## src/rtl/simd_alu_pkg.sv

```systemverilog
// Shared opcode encoding and widths for the SIMD ALU pipeline.
// Imported by the lane datapath and the pipeline top.
package simd_alu_pkg;

  localparam int OP_W = 3;

  typedef enum logic [OP_W-1:0] {
    OP_ADD  = 3'd0,
    OP_SUB  = 3'd1,
    OP_ADDS = 3'd2,
    OP_SUBS = 3'd3,
    OP_ACC  = 3'd4,
    OP_ACLR = 3'd5
  } op_e;

endpackage

```

## src/rtl/simd_alu_lane.sv

```systemverilog
// One SIMD lane: combinational result/flag plus its own accumulator.
// The accumulator only moves when the top says the txn leaves stage 1.
module simd_alu_lane
  import simd_alu_pkg::*;
#(
  parameter int W = 10
) (
  input  logic            clk_i,
  input  logic            rst_ni,
  input  logic [OP_W-1:0] op_i,
  input  logic            en_i,
  input  logic [W-1:0]    a_i,
  input  logic [W-1:0]    b_i,
  input  logic            upd_i,
  output logic [W-1:0]    res_o,
  output logic            ovf_o
);

  logic [W-1:0] acc_q;
  logic [W-1:0] acc_d;
  logic [W:0]   sum_w;
  logic [W:0]   dif_w;
  logic [W:0]   acs_w;

  // Lane op decode; W+1 bit sums expose carry/borrow in the MSB.
  always_comb begin
    sum_w = {1'b0, a_i} + {1'b0, b_i};
    dif_w = {1'b0, a_i} - {1'b0, b_i};
    acs_w = {1'b0, acc_q} + {1'b0, a_i};
    res_o = '0;
    ovf_o = 1'b0;
    acc_d = acc_q;
    if (en_i) begin
      case (op_i)
        OP_ADD: begin
          res_o = sum_w[W-1:0];
          ovf_o = sum_w[W];
        end
        OP_SUB: begin
          res_o = dif_w[W-1:0];
          ovf_o = dif_w[W];
        end
        OP_ADDS: begin
          res_o = sum_w[W] ? {W{1'b1}} : sum_w[W-1:0];
          ovf_o = sum_w[W];
        end
        OP_SUBS: begin
          res_o = dif_w[W] ? '0 : dif_w[W-1:0];
          ovf_o = dif_w[W];
        end
        OP_ACC: begin
          res_o = acs_w[W-1:0];
          ovf_o = acs_w[W];
          acc_d = acs_w[W-1:0];
        end
        OP_ACLR: begin
          res_o = a_i;
          acc_d = a_i;
        end
        default: begin
          res_o = '0;
          ovf_o = 1'b0;
        end
      endcase
    end
  end

  // Accumulator commits once per txn, in order.
  always_ff @(posedge clk_i or negedge rst_ni) begin
    if (!rst_ni) begin
      acc_q <= '0;
    end else if (upd_i) begin
      acc_q <= acc_d;
    end
  end

endmodule

```

## src/rtl/simd_alu_pipe.sv

```systemverilog
// Two-stage N-lane SIMD ALU with valid/ready on both sides.
// S1 holds operands, S2 holds results that drive the outputs.
module simd_alu_pipe
  import simd_alu_pkg::*;
#(
  parameter int N = 4,
  parameter int W = 10
) (
  input  logic            clk_i,
  input  logic            rst_ni,
  input  logic            valid_i,
  output logic            ready_o,
  input  logic [OP_W-1:0] op_i,
  input  logic [N-1:0]    lane_en_i,
  input  logic [W-1:0]    a_i [N-1:0],
  input  logic [W-1:0]    b_i [N-1:0],
  output logic            valid_o,
  input  logic            ready_i,
  output logic [W-1:0]    res_o [N-1:0],
  output logic [N-1:0]    ovf_o
);

  logic            v1_q, v1_d;
  logic            v2_q, v2_d;
  logic [OP_W-1:0] op1_q, op1_d;
  logic [N-1:0]    en1_q, en1_d;
  logic [W-1:0]    a1_q [N-1:0];
  logic [W-1:0]    a1_d [N-1:0];
  logic [W-1:0]    b1_q [N-1:0];
  logic [W-1:0]    b1_d [N-1:0];
  logic [W-1:0]    res_q [N-1:0];
  logic [W-1:0]    res_d [N-1:0];
  logic [N-1:0]    ovf_q, ovf_d;
  logic [W-1:0]    lres [N-1:0];
  logic [N-1:0]    lovf;
  logic            adv1;
  logic            adv2;
  logic            load1;
  logic            load2;

  // Handshake chain and next-state for both stages.
  always_comb begin
    adv2  = !v2_q | ready_i;
    adv1  = !v1_q | adv2;
    load1 = valid_i & adv1;
    load2 = v1_q & adv2;
    v1_d  = adv1 ? valid_i : v1_q;
    v2_d  = adv2 ? v1_q : v2_q;
    op1_d = load1 ? op_i : op1_q;
    en1_d = load1 ? lane_en_i : en1_q;
    ovf_d = load2 ? lovf : ovf_q;
    for (int i = 0; i < N; i++) begin
      a1_d[i]  = load1 ? a_i[i] : a1_q[i];
      b1_d[i]  = load1 ? b_i[i] : b1_q[i];
      res_d[i] = load2 ? lres[i] : res_q[i];
    end
  end

  // Stage registers; reset drops anything in flight.
  always_ff @(posedge clk_i or negedge rst_ni) begin
    if (!rst_ni) begin
      v1_q  <= 1'b0;
      v2_q  <= 1'b0;
      op1_q <= '0;
      en1_q <= '0;
      ovf_q <= '0;
      for (int i = 0; i < N; i++) begin
        a1_q[i]  <= '0;
        b1_q[i]  <= '0;
        res_q[i] <= '0;
      end
    end else begin
      v1_q  <= v1_d;
      v2_q  <= v2_d;
      op1_q <= op1_d;
      en1_q <= en1_d;
      ovf_q <= ovf_d;
      for (int i = 0; i < N; i++) begin
        a1_q[i]  <= a1_d[i];
        b1_q[i]  <= b1_d[i];
        res_q[i] <= res_d[i];
      end
    end
  end

  for (genvar g = 0; g < N; g++) begin : g_lane
    simd_alu_lane #(
      .W(W)
    ) u_lane (
      .clk_i  (clk_i),
      .rst_ni (rst_ni),
      .op_i   (op1_q),
      .en_i   (en1_q[g]),
      .a_i    (a1_q[g]),
      .b_i    (b1_q[g]),
      .upd_i  (load2),
      .res_o  (lres[g]),
      .ovf_o  (lovf[g])
    );
  end

  assign ready_o = adv1;
  assign valid_o = v2_q;
  assign res_o   = res_q;
  assign ovf_o   = ovf_q;

endmodule
```

## config.mk

```make
export PLATFORM = sky130hd
export DESIGN_NAME = simd_alu_pipe
export DESIGN_NICKNAME = d
export VERILOG_FILES = /design/src/rtl/simd_alu_pkg.sv /design/src/rtl/simd_alu_lane.sv /design/src/rtl/simd_alu_pipe.sv
export SDC_FILE = /design/constraint.sdc
export NUM_CORES = 1
export LEC_CHECK = 0
export ABC_CLOCK_PERIOD_IN_PS = 2500
export CAP_MARGIN = 20
export CORE_MARGIN = 1
export CORE_UTILIZATION = 53
export CTS_CLUSTER_DIAMETER = 50
export DETAILED_ROUTE_END_ITERATION = 6
export PLACE_DENSITY_LB_ADDON = 0.3
export SYNTH_ARGS = -nofsm -noshare
export SYNTH_HDL_FRONTEND = slang
export SYNTH_SLANG_ARGS = --single-unit
```

## constraint.sdc

```tcl
create_clock -name clk_i -period 2.5 [get_ports clk_i]
set_input_delay 0.5 -clock clk_i [delete_from_list [all_inputs] [get_ports clk_i]]
set_output_delay 0.5 -clock clk_i [all_outputs]
set_load 0.02 [all_outputs]
```

==> out/metrics.yaml, run 1 <==
routing:
  drtPass1Iterations: 7
  met1Wirelength_um: 16200
  drc_errors: 8
  ant_nets: 0
  dr_wl_met2_um: 19900
  wl_per_cell_um: 20.1
  via_per_inst: 6.22
  dr.max_layer_used: "met4"
  routed_wl_um: 41100
  wl_met3_um: 2980
  num_vias: 12700
  drt_iter0_markers: 1165
logic_synthesis:
  synthTopCellsByArea: "dfrtp_1, ha_1, mux2_2, a21oi_1, o21ai_0"
  async_reset_ff_frac: 1.00
  synth_edf_count: 0
  ys_ff_latch: 173
  synthDominantCellAreaShare: 0.333
  syn_nets: 1633
  seq_area_frac_synth: 0.333
  synthCells: 1410
  yosys_warnings: 0
  netlist_area_sq_mm: 0.0130
  yosysUniqueCellTypes: 89
  synth_top_area_cell: "dfrtp_1"
  avgSynthCellArea_sq_um: 9.21
  ys.flop_type: "dfrtp_1"
sta:
  post-route-min-period_ps: 2650
  setup_tns_ps: -2150
  setup_violations: 28
  slew-limit-headroom: 0.576
  hold_viol_final: 0
  setup_slack_ps: -154
  fin_worst_skew_ps: 12.8
  finalCritPeriodShare: 1.06
  holdWs_ps: 482
  drv_slew: 0
  worst_pin_slew_ps: 637
  fmax_mhz: 377
  rsz0062_at_grt: "true"
critical_path:
  max_stage_delay_ps: 440
  worstPathBufferInverterCount: 4
  cp_max_fo: 5
  crit_chain: "inv_1 -> ha_2 -> fa_2 -> nor2b_4 -> o31a_4 -> a311oi_4 -> a311oi_2 -> buf_4 -> buf_6 -> buf_6 -> nor2_4 -> o22ai_2 -> nor2_1 -> o21ai_1"
  required_ps: 2820
  crit_path_frequent_cell: "buf_6"
  cpMaxStageDelayCell: "dfrtp_1"
  worstPathArrival_ps: 2970
  worst-setup-path-type: "flop to flop"
  cpLargestDelayFamily: "compound AO/OA/AOI/OAI gates"
  end_kind: "flop"
  critPathLaunchType: "flop"
global_routing:
  grt_usage: 0.316
  grt_pass1_wl_um: 61600
  grt_max_degree: 81
  grt_antenna_before_repair: 0
  first_global_vias: 12400
  grt-ovfl-total: 0
power:
  total_power_uw: 18200
  p_leak_uw: 0.00794
  peakVddDrop_uv: 465
  powerDensity_mw_per_mm2: 1020
status:
  status: "complete, but fails checks"
  violations: "DRC, setup timing"
run:
  cap_violations: 0
placement:
  pre_cts_ws_ps: -242
  place.gp.congestion: 0.951
  hpwl_um: 27300
  io_buffers: 136
die:
  dieArea_sq_mm: 0.0251
  die_h_um: 159
  initial_utilization: 0.547
  core_area_sq_mm: 0.0238
  die_x_um: 159
  rows: 56
  num_io_pins: 137
cts:
  cts_tree: "yes"
  clk_pin_slew_ps: 70
  numCtsBuffers: 17
  cts_root_buf: "clkbuf_16"
  cts_buffer_depth: 2
  clk_latency_ps: 450
  cts_sinks: 173
  cts.htree.levels: 4
layout:
  drive_gt1_frac: 0.309
  diodes: 0
  layout.nets: 1934
  post-route-util: 0.753
  area_delta_synth_final_pct: 37.7
hold_path:
  hp-class: "flop to flop"
[worst min-delay path, stage by stage, from the launching register on]
cell and delay (ps):
dfrtp_1 340, nand2_1 60, nand2_1 50
[report_power, final]
part	switching (uW)	total (uW)	internal [uW]
logic	5750	11000	5230
clock network	1200	3030	1820
registers	649	4160	3510
total	7600	18200	10600
[cell type report]
| cell class | count | area [sq um] |
|---|---|---|
| clock buffer | 21 | 460 |
| clock inverter | 10 | 188 |
| fill | 1525 | 5860 |
| inverter | 86 | 325 |
| multi-input combinational | 1086 | 9070 |
| sequential | 173 | 4340 |
| tap | 319 | 399 |
| timing repair buffer | 347 | 3110 |
[final timing paths]
check	to	start	cells past startpoint	slack [ps]
max	res_o[30]$_DFFE_PN0P_	a1_q[30]$_DFFE_PN0P_	14	-150
min	res_o[1]$_DFFE_PN0P_	res_o[1]$_DFFE_PN0P_	2	480
max reg2reg	res_o[30]$_DFFE_PN0P_	a1_q[30]$_DFFE_PN0P_	14	-150
min reg2reg	res_o[1]$_DFFE_PN0P_	res_o[1]$_DFFE_PN0P_	2	480
max in group asynchronous	ovf_o[2]$_DFFE_PN0P_	rst_ni	3	1160
min in group asynchronous	a1_q[32]$_DFFE_PN0P_	rst_ni	2	540
[metal layers]
metal | vias to the layer above | GRT usage
met5 | - | 0
met4 | 0 | 0.141
met3 | 183 | 0.0547
met2 | 690 | 0.549
met1 | 6151 | 0.382
li1 | 5670 | -
[cell families (layout without fill, tap and decap cells)]
family                   count (synthesis)  count (layout)  share of synthesized area
AO/OA/AOI/OAI                          436             437                      0.225
XOR/XNOR                                63              63                     0.0425
adder cells (fa/ha/maj)                132             132                      0.134
buffers and inverters                  153             464                     0.0483
flip-flops                             173             173                      0.333
multiplexers                           109             109                     0.0928
AND/OR/NAND/NOR                        344             345                      0.124
[through the flow]
step | instances | area (sq um)
6_report | 2042 | 17900
5_1_grt | 2042 | 17900
4_1_cts | 2016 | 17200
3_5_place_dp | 1957 | 15800
3_3_place_gp | 1957 | 15800
2_1_floorplan | 1410 | 13000
[synth_stat cells (all sizes together) (16+ instances only)]
library cell,count
nand2b,23
ha,120
xnor2,53
dfrtp,173
buf,25
o21a,19
nor2b,18
mux2i,17
a21o,21
a21oi,115
nor3,17
nand2,118
nor2,102
mux2,92
o21ai,114
clkbuf,42
inv,86
a211oi,16
a31oi,16
[layout by cell type (no fill, tap or decap), drive strengths merged, types with 7 or more instances in the layout]
| cell | synthesis | routed |
|---|---|---|
| nor3 | 17 | 17 |
| o31a | 6 | 7 |
| nor2b | 18 | 18 |
| nor3b | 7 | 7 |
| and2 | 11 | 12 |
| dfrtp | 173 | 173 |
| xor2 | 10 | 10 |
| clkbuf | 42 | 21 |
| buf | 25 | 211 |
| nand2 | 118 | 118 |
| o21bai | 11 | 11 |
| o22ai | 11 | 11 |
| a22oi | 8 | 8 |
| inv | 86 | 86 |
| o221ai | 8 | 8 |
| a221o | 7 | 7 |
| o21ai | 114 | 114 |
| xnor2 | 53 | 53 |
| nor2 | 102 | 102 |
| ha | 120 | 120 |
| fa | 12 | 12 |
| a211oi | 16 | 16 |
| o21a | 19 | 19 |
| a2111oi | 7 | 7 |
| o211ai | 9 | 9 |
| nand3 | 12 | 12 |
| a21o | 21 | 21 |
| a31oi | 16 | 16 |
| mux2i | 17 | 17 |
| mux2 | 92 | 92 |
| nand2b | 23 | 23 |
| and3 | 10 | 10 |
| clkdlybuf4s50 | 0 | 135 |
| a221oi | 10 | 10 |
| a21oi | 115 | 115 |
[flip-flops by register name, summed over array words and instances (netlist names)]
register / flops
a1_q: 40
b1_q: 40
en1_q: 4
g_lane.u_lane.acc_q: 40
op1_q: 3
ovf_o: 4
res_o: 40
v1_q: 1
valid_o: 1
[timing repair]
action                     in CTS  in global routing
setup buffers                  26                 26
pin swaps                      80                 77
cloned                          2                  1
setup endpoints to repair      50                 54
gates resized for setup       146                119
hold endpoints to repair        6                  0
hold buffers                    1                  0
Note: power is estimated with default switching activity, not from simulation.
==> inputs of run 2 (changes only) <==
- PLACE_DENSITY: default -> 0.78
- PLACE_DENSITY_LB_ADDON: 0.3 -> default
==> out/metrics.yaml, run 2 (same netlist as run 1, synthesis figures left out) <==
cts:
  cts_root_buf: "clkbuf_16"
  clk_pin_slew_ps: 70
  cts_buffer_depth: 2
  cts_tree: "yes"
  cts.htree.levels: 4
  numCtsBuffers: 17
  cts_sinks: 173
  clk_latency_ps: 440
die:
  core_area_sq_mm: 0.0238
  die_h_um: 159
  initial_utilization: 0.547
  rows: 56
  dieArea_sq_mm: 0.0251
  num_io_pins: 137
  die_x_um: 159
layout:
  diodes: 0
  final_common_cell: "buf_4"
  drive_gt1_frac: 0.294
  layout.nets: 1916
  mostFrequentLayoutCells: "buf_4, dfrtp_1, clkdlybuf4s50_1, nand2_1, ha_1"
  regArea_sq_mm: 0.00434
  area_delta_synth_final_pct: 35.3
  multi_input_area_sq_mm: 0.00895
  fillers: 1626
  post-route-util: 0.740
sta:
  fin_worst_skew_ps: 8.85
  setup_violations: 15
  worst_pin_slew_ps: 599
  setup_slack_ps: -116
  post-route-min-period_ps: 2620
  finalCritPeriodShare: 1.05
  fmax_mhz: 382
  hold_viol_final: 0
  slew-limit-headroom: 0.601
  drv_slew: 0
  rsz0062_at_grt: "true"
  holdWs_ps: 26.3
hold_path:
  hp-class: "input port to asynchronous set/reset pin"
global_routing:
  grt_max_degree: 56
  grt-ovfl-total: 0
  grt_pass1_wl_um: 60000
  grt_usage: 0.306
  first_global_vias: 12100
  grt_antenna_before_repair: 0
routing:
  routed_wl_um: 39300
  num_vias: 12400
  drc_errors: 0
  wl_per_cell_um: 19.4
  via_per_inst: 6.11
  drtPass1Iterations: 6
  ant_nets: 0
  drt_iter0_markers: 915
power:
  powerDensity_mw_per_mm2: 985
  peakVddDrop_uv: 505
  p_leak_uw: 0.00778
  total_power_uw: 17300
critical_path:
  end_kind: "flop"
  reg2reg_setup_slack_ps: -120
  crit-reg2reg-launch: "a1_q[20]$_DFFE_PN0P_"
  critPathLaunchType: "flop"
  cp_max_fo: 5
  worstPathArrival_ps: 2940
  required_ps: 2830
  worst-setup-path-type: "flop to flop"
  reg2reg_depth: 11
  r2r-end: "res_o[25]$_DFFE_PN0P_"
run:
  cap_violations: 0
placement:
  place.gp.congestion: 0.929
  io_buffers: 136
  hpwl_um: 26900
status:
  violations: "setup timing"
  status: "complete, but fails checks"
run 2: changes by cell type in the layout (fill, tap and decap cells not counted), moves of 3 or more:
cell,delta
buf_4,-18
a22oi_1,+4
a22oi_2,-4
inv_6,+4
bufinv_16,-3
inv_2,+3
o21ai_0,+3
run 2: worst max path at each step:
stage,startpoint,endpoint,slack (ps)
after floorplan,a1_q[30]$_DFFE_PN0P_,res_o[38]$_DFFE_PN0P_,10
after global placement,a1_q[1]$_DFFE_PN0P_,res_o[5]$_DFFE_PN0P_,-210
after detailed placement,a1_q[31]$_DFFE_PN0P_,res_o[34]$_DFFE_PN0P_,-250
after CTS,a1_q[20]$_DFFE_PN0P_,res_o[25]$_DFFE_PN0P_,-110
after global routing,a1_q[20]$_DFFE_PN0P_,res_o[25]$_DFFE_PN0P_,-190
final,a1_q[20]$_DFFE_PN0P_,res_o[25]$_DFFE_PN0P_,-120
run 2: layout make-up:
type / instances / share of cell area
Inverter: 86 / 0.0184
Tap cell: 319 / 0.0227
Clock inverter: 11 / 0.00754
Sequential cell: 173 / 0.247
Timing Repair Buffer: 329 / 0.170
Multi-Input combinational cell: 1086 / 0.509
Clock buffer: 21 / 0.0256
run 2: metal layers:
metal / vias to the layer above / global-route usage / share of wire
met4: 0 / 0.133 / 0.043
met1: 5990 / 0.382 / 0.39
met3: 138 / 0.0509 / 0.074
li1: 5634 / - / -
met2: 615 / 0.521 / 0.49
met5: - / 0 / 0
run 2: power by group:
group / internal (uW) / switching, uW / leakage, uW
logic: 4990 / 5460 / 0.00539
registers: 3510 / 633 / 0.00211
clock network: 1510 / 1200 / 0.000279
run 2: stage by stage:
stage | setup WS [ps] | setup TNS, ps | area [sq um] | instances
5_1_grt | -193 | -3550 | 17600 | 2025
3_3_place_gp | -206 | -2780 | 15800 | 1957
6_report | -116 | -585 | 17600 | 2025
2_1_floorplan | 11.4 | 0 | 13000 | 1410
3_5_place_dp | -245 | -5990 | 15800 | 1957
4_1_cts | -108 | -411 | 16800 | 2004
run 2: critical path, cell delays in order (launching register included):
cell and delay (ps):
dfrtp_2 470, inv_2 100, ha_4 140, fa_2 210, nor2b_2 50, o31a_1 280
o311ai_4 290, o22ai_4 160, buf_12 160, a221oi_4 290, o221ai_2 170, a22o_1 190
run 2: what timing repair did:
item | 4_1_cts | 5_1_grt
pin swaps | 55 | 78
endpoints found under the setup margin | 48 | 50
hold buffers | 0 | 0
buffers inserted | 12 | 21
cloned | 3 | 0
gates resized for setup | 94 | 152
==> inputs of run 3 (changes only) <==
- CORE_MARGIN: 1 -> 2
==> out/metrics.yaml, run 3 (same netlist as run 1, synthesis figures left out) <==
status:
  status: "complete, but fails checks"
  violations: "setup timing"
die:
  rows: 57
  num_io_pins: 137
  die_x_um: 161
  core_area_sq_mm: 0.0242
  dieArea_sq_mm: 0.0258
  initial_utilization: 0.537
  die_h_um: 161
routing:
  drt_iter0_markers: 1229
  ant_nets: 0
  drc_errors: 0
  routed_wl_um: 43400
  num_vias: 12900
  drtPass1Iterations: 6
  via_per_inst: 6.26
  wl_per_cell_um: 21.1
global_routing:
  gr-usage-met3: 0.0638
  grt_usage: 0.308
  grt_util_met1: 0.379
  first_global_vias: 12600
  grt_antenna_before_repair: 0
  grt_pass1_wl_um: 63500
  grt_max_degree: 58
  met2_usage: 0.522
  globalRoute.busiestLayer: "met2"
  grt-ovfl-total: 0
sta:
  slew-limit-headroom: 0.646
  finalCritPeriodShare: 1.07
  hold_viol_final: 0
  setup_violations: 30
  drv_slew: 0
  fin_worst_skew_ps: 9.30
  setup_tns_ps: -1810
  post-route-min-period_ps: 2680
  rsz0062_at_grt: "true"
  worst_pin_slew_ps: 531
  fmax_mhz: 373
  setup_slack_ps: -180
layout:
  layout.nets: 1941
  diodes: 0
  fin_area_sq_mm: 0.0181
  area_delta_synth_final_pct: 39.1
  regArea_sq_mm: 0.00434
  multi_input_area_sq_mm: 0.00920
  fillers: 1605
  drive_gt1_frac: 0.323
  mostFrequentLayoutCells: "buf_4, dfrtp_1, clkdlybuf4s50_1, nand2_1"
  final_common_cell: "buf_4"
cts:
  cts_root_buf: "clkbuf_16"
  clk_pin_slew_ps: 70
  numCtsBuffers: 17
  cts_sinks: 173
  cts_tree: "yes"
  cts.htree.levels: 4
  clk_latency_ps: 440
  cts_buffer_depth: 2
power:
  peakVddDrop_uv: 549
  p_leak_uw: 0.00796
  powerDensity_mw_per_mm2: 1010
critical_path:
  crit_path_frequent_cell: "a21oi_2"
  cpLargestDelayFamily: "compound AO/OA/AOI/OAI gates"
  cpMaxStageDelayCell: "dfrtp_1"
  end_kind: "flop"
  cp_max_fo: 6
  required_ps: 2810
  crit-reg2reg-launch: "a1_q[30]$_DFFE_PN0P_"
  worst-setup-path-type: "flop to flop"
  cp-startpoint: "a1_q[30]$_DFFE_PN0P_"
  max_stage_delay_ps: 440
  crit_chain: "inv_2 -> ha_4 -> fa_2 -> nor2b_4 -> o31a_4 -> a311oi_4 -> a311oi_2 -> buf_6 -> a21oi_2 -> a21oi_2 -> a2111oi_2 -> o21ai_1"
  critPathLaunchType: "flop"
  worstPathBufferInverterCount: 2
  worstPathArrival_ps: 2990
hold_path:
  hp-class: "input port to asynchronous set/reset pin"
placement:
  io_buffers: 136
  placed_cell_area_sq_mm: 0.0159
  place.gp.congestion: 0.935
  hpwl_um: 28200
run:
  cap_violations: 0
[run 3: changes by cell type in the layout (fill, tap and decap cells not counted), moves of 4 or more]
| cell | delta |
|---|---|
| buf_4 | +24 |
| o21ai_0 | -11 |
| ha_1 | -9 |
| ha_4 | +5 |
| o21ai_1 | +5 |
| o21ai_2 | +5 |
| a21oi_1 | -4 |
| a21oi_2 | +4 |
| ha_2 | +4 |
| inv_6 | -4 |
| o221ai_2 | -4 |
[run 3: metal layers]
metal	part of all wire	routed length (um)
met1	0.39	16800
met2	0.49	21200
met3	0.071	3100
met4	0.052	2280
met5	0	0
[run 3: worst register-to-register path: stages (launching register included)]
cell       delay [ps]
dfrtp_1           440
inv_2             110
ha_4              140
fa_2              230
nor2b_4            50
o31a_4            300
a311oi_4          300
a311oi_2          170
buf_6             170
a21oi_2           140
a21oi_2            50
a2111oi_2         350
o21ai_1           120
[run 3: per-stage QoR]
stage                util  hold slack [ps]  total power [uW]  setup WS (ps)  cells
finish              0.747             11.6             18300           -180   2055
global route        0.747             31.0             19400           -298   2055
CTS                 0.703             22.1             16500           -127   2027
detailed placement  0.659              473             13000           -266   1983
global placement    0.659              464             12800           -225   1983
floorplan               -              204              9970           11.4   1410
[run 3: repair_timing]
| item | 4_1_cts | 5_1_grt |
|---|---|---|
| hold buffers | 0 | 0 |
| setup endpoints to repair | 50 | 52 |
| hold endpoints to repair | 0 | 0 |
| gates cloned | 3 | 0 |
| pin swaps | 43 | 114 |
| resized for setup | 92 | 208 |
| buffers inserted | 9 | 31 |
[run 3: worst paths after layout]
path                                    endpoint  cells past startpoint  slack [ps]
min                         a1_q[33]$_DFFE_PN0P_                      1          10
max in group asynchronous   a1_q[12]$_DFFE_PN0P_                      2        1750
max                        res_o[36]$_DFFE_PN0P_                     12        -180
max reg2reg                res_o[36]$_DFFE_PN0P_                     12        -180
min reg2reg                res_o[12]$_DFFE_PN0P_                      2         490
min in group clk_i         res_o[12]$_DFFE_PN0P_                      2         490
[run 3: report_power, final]
group          switching [uW]  internal (uW)  total, uW
clock network            1190           1690       2880
logic                    5920           5330      11200
registers                 673           3510       4190
total                    7780          10500      18300
[run 3: area by class of cell]
type / count / share of cell area
well taps: 324 / 0.0224
clock buffers: 24 / 0.0272
flip-flops and latches: 173 / 0.240
multi-input cells: 1086 / 0.509
clock inverters: 8 / 0.00727
inverters: 86 / 0.0180
repair buffers: 354 / 0.176
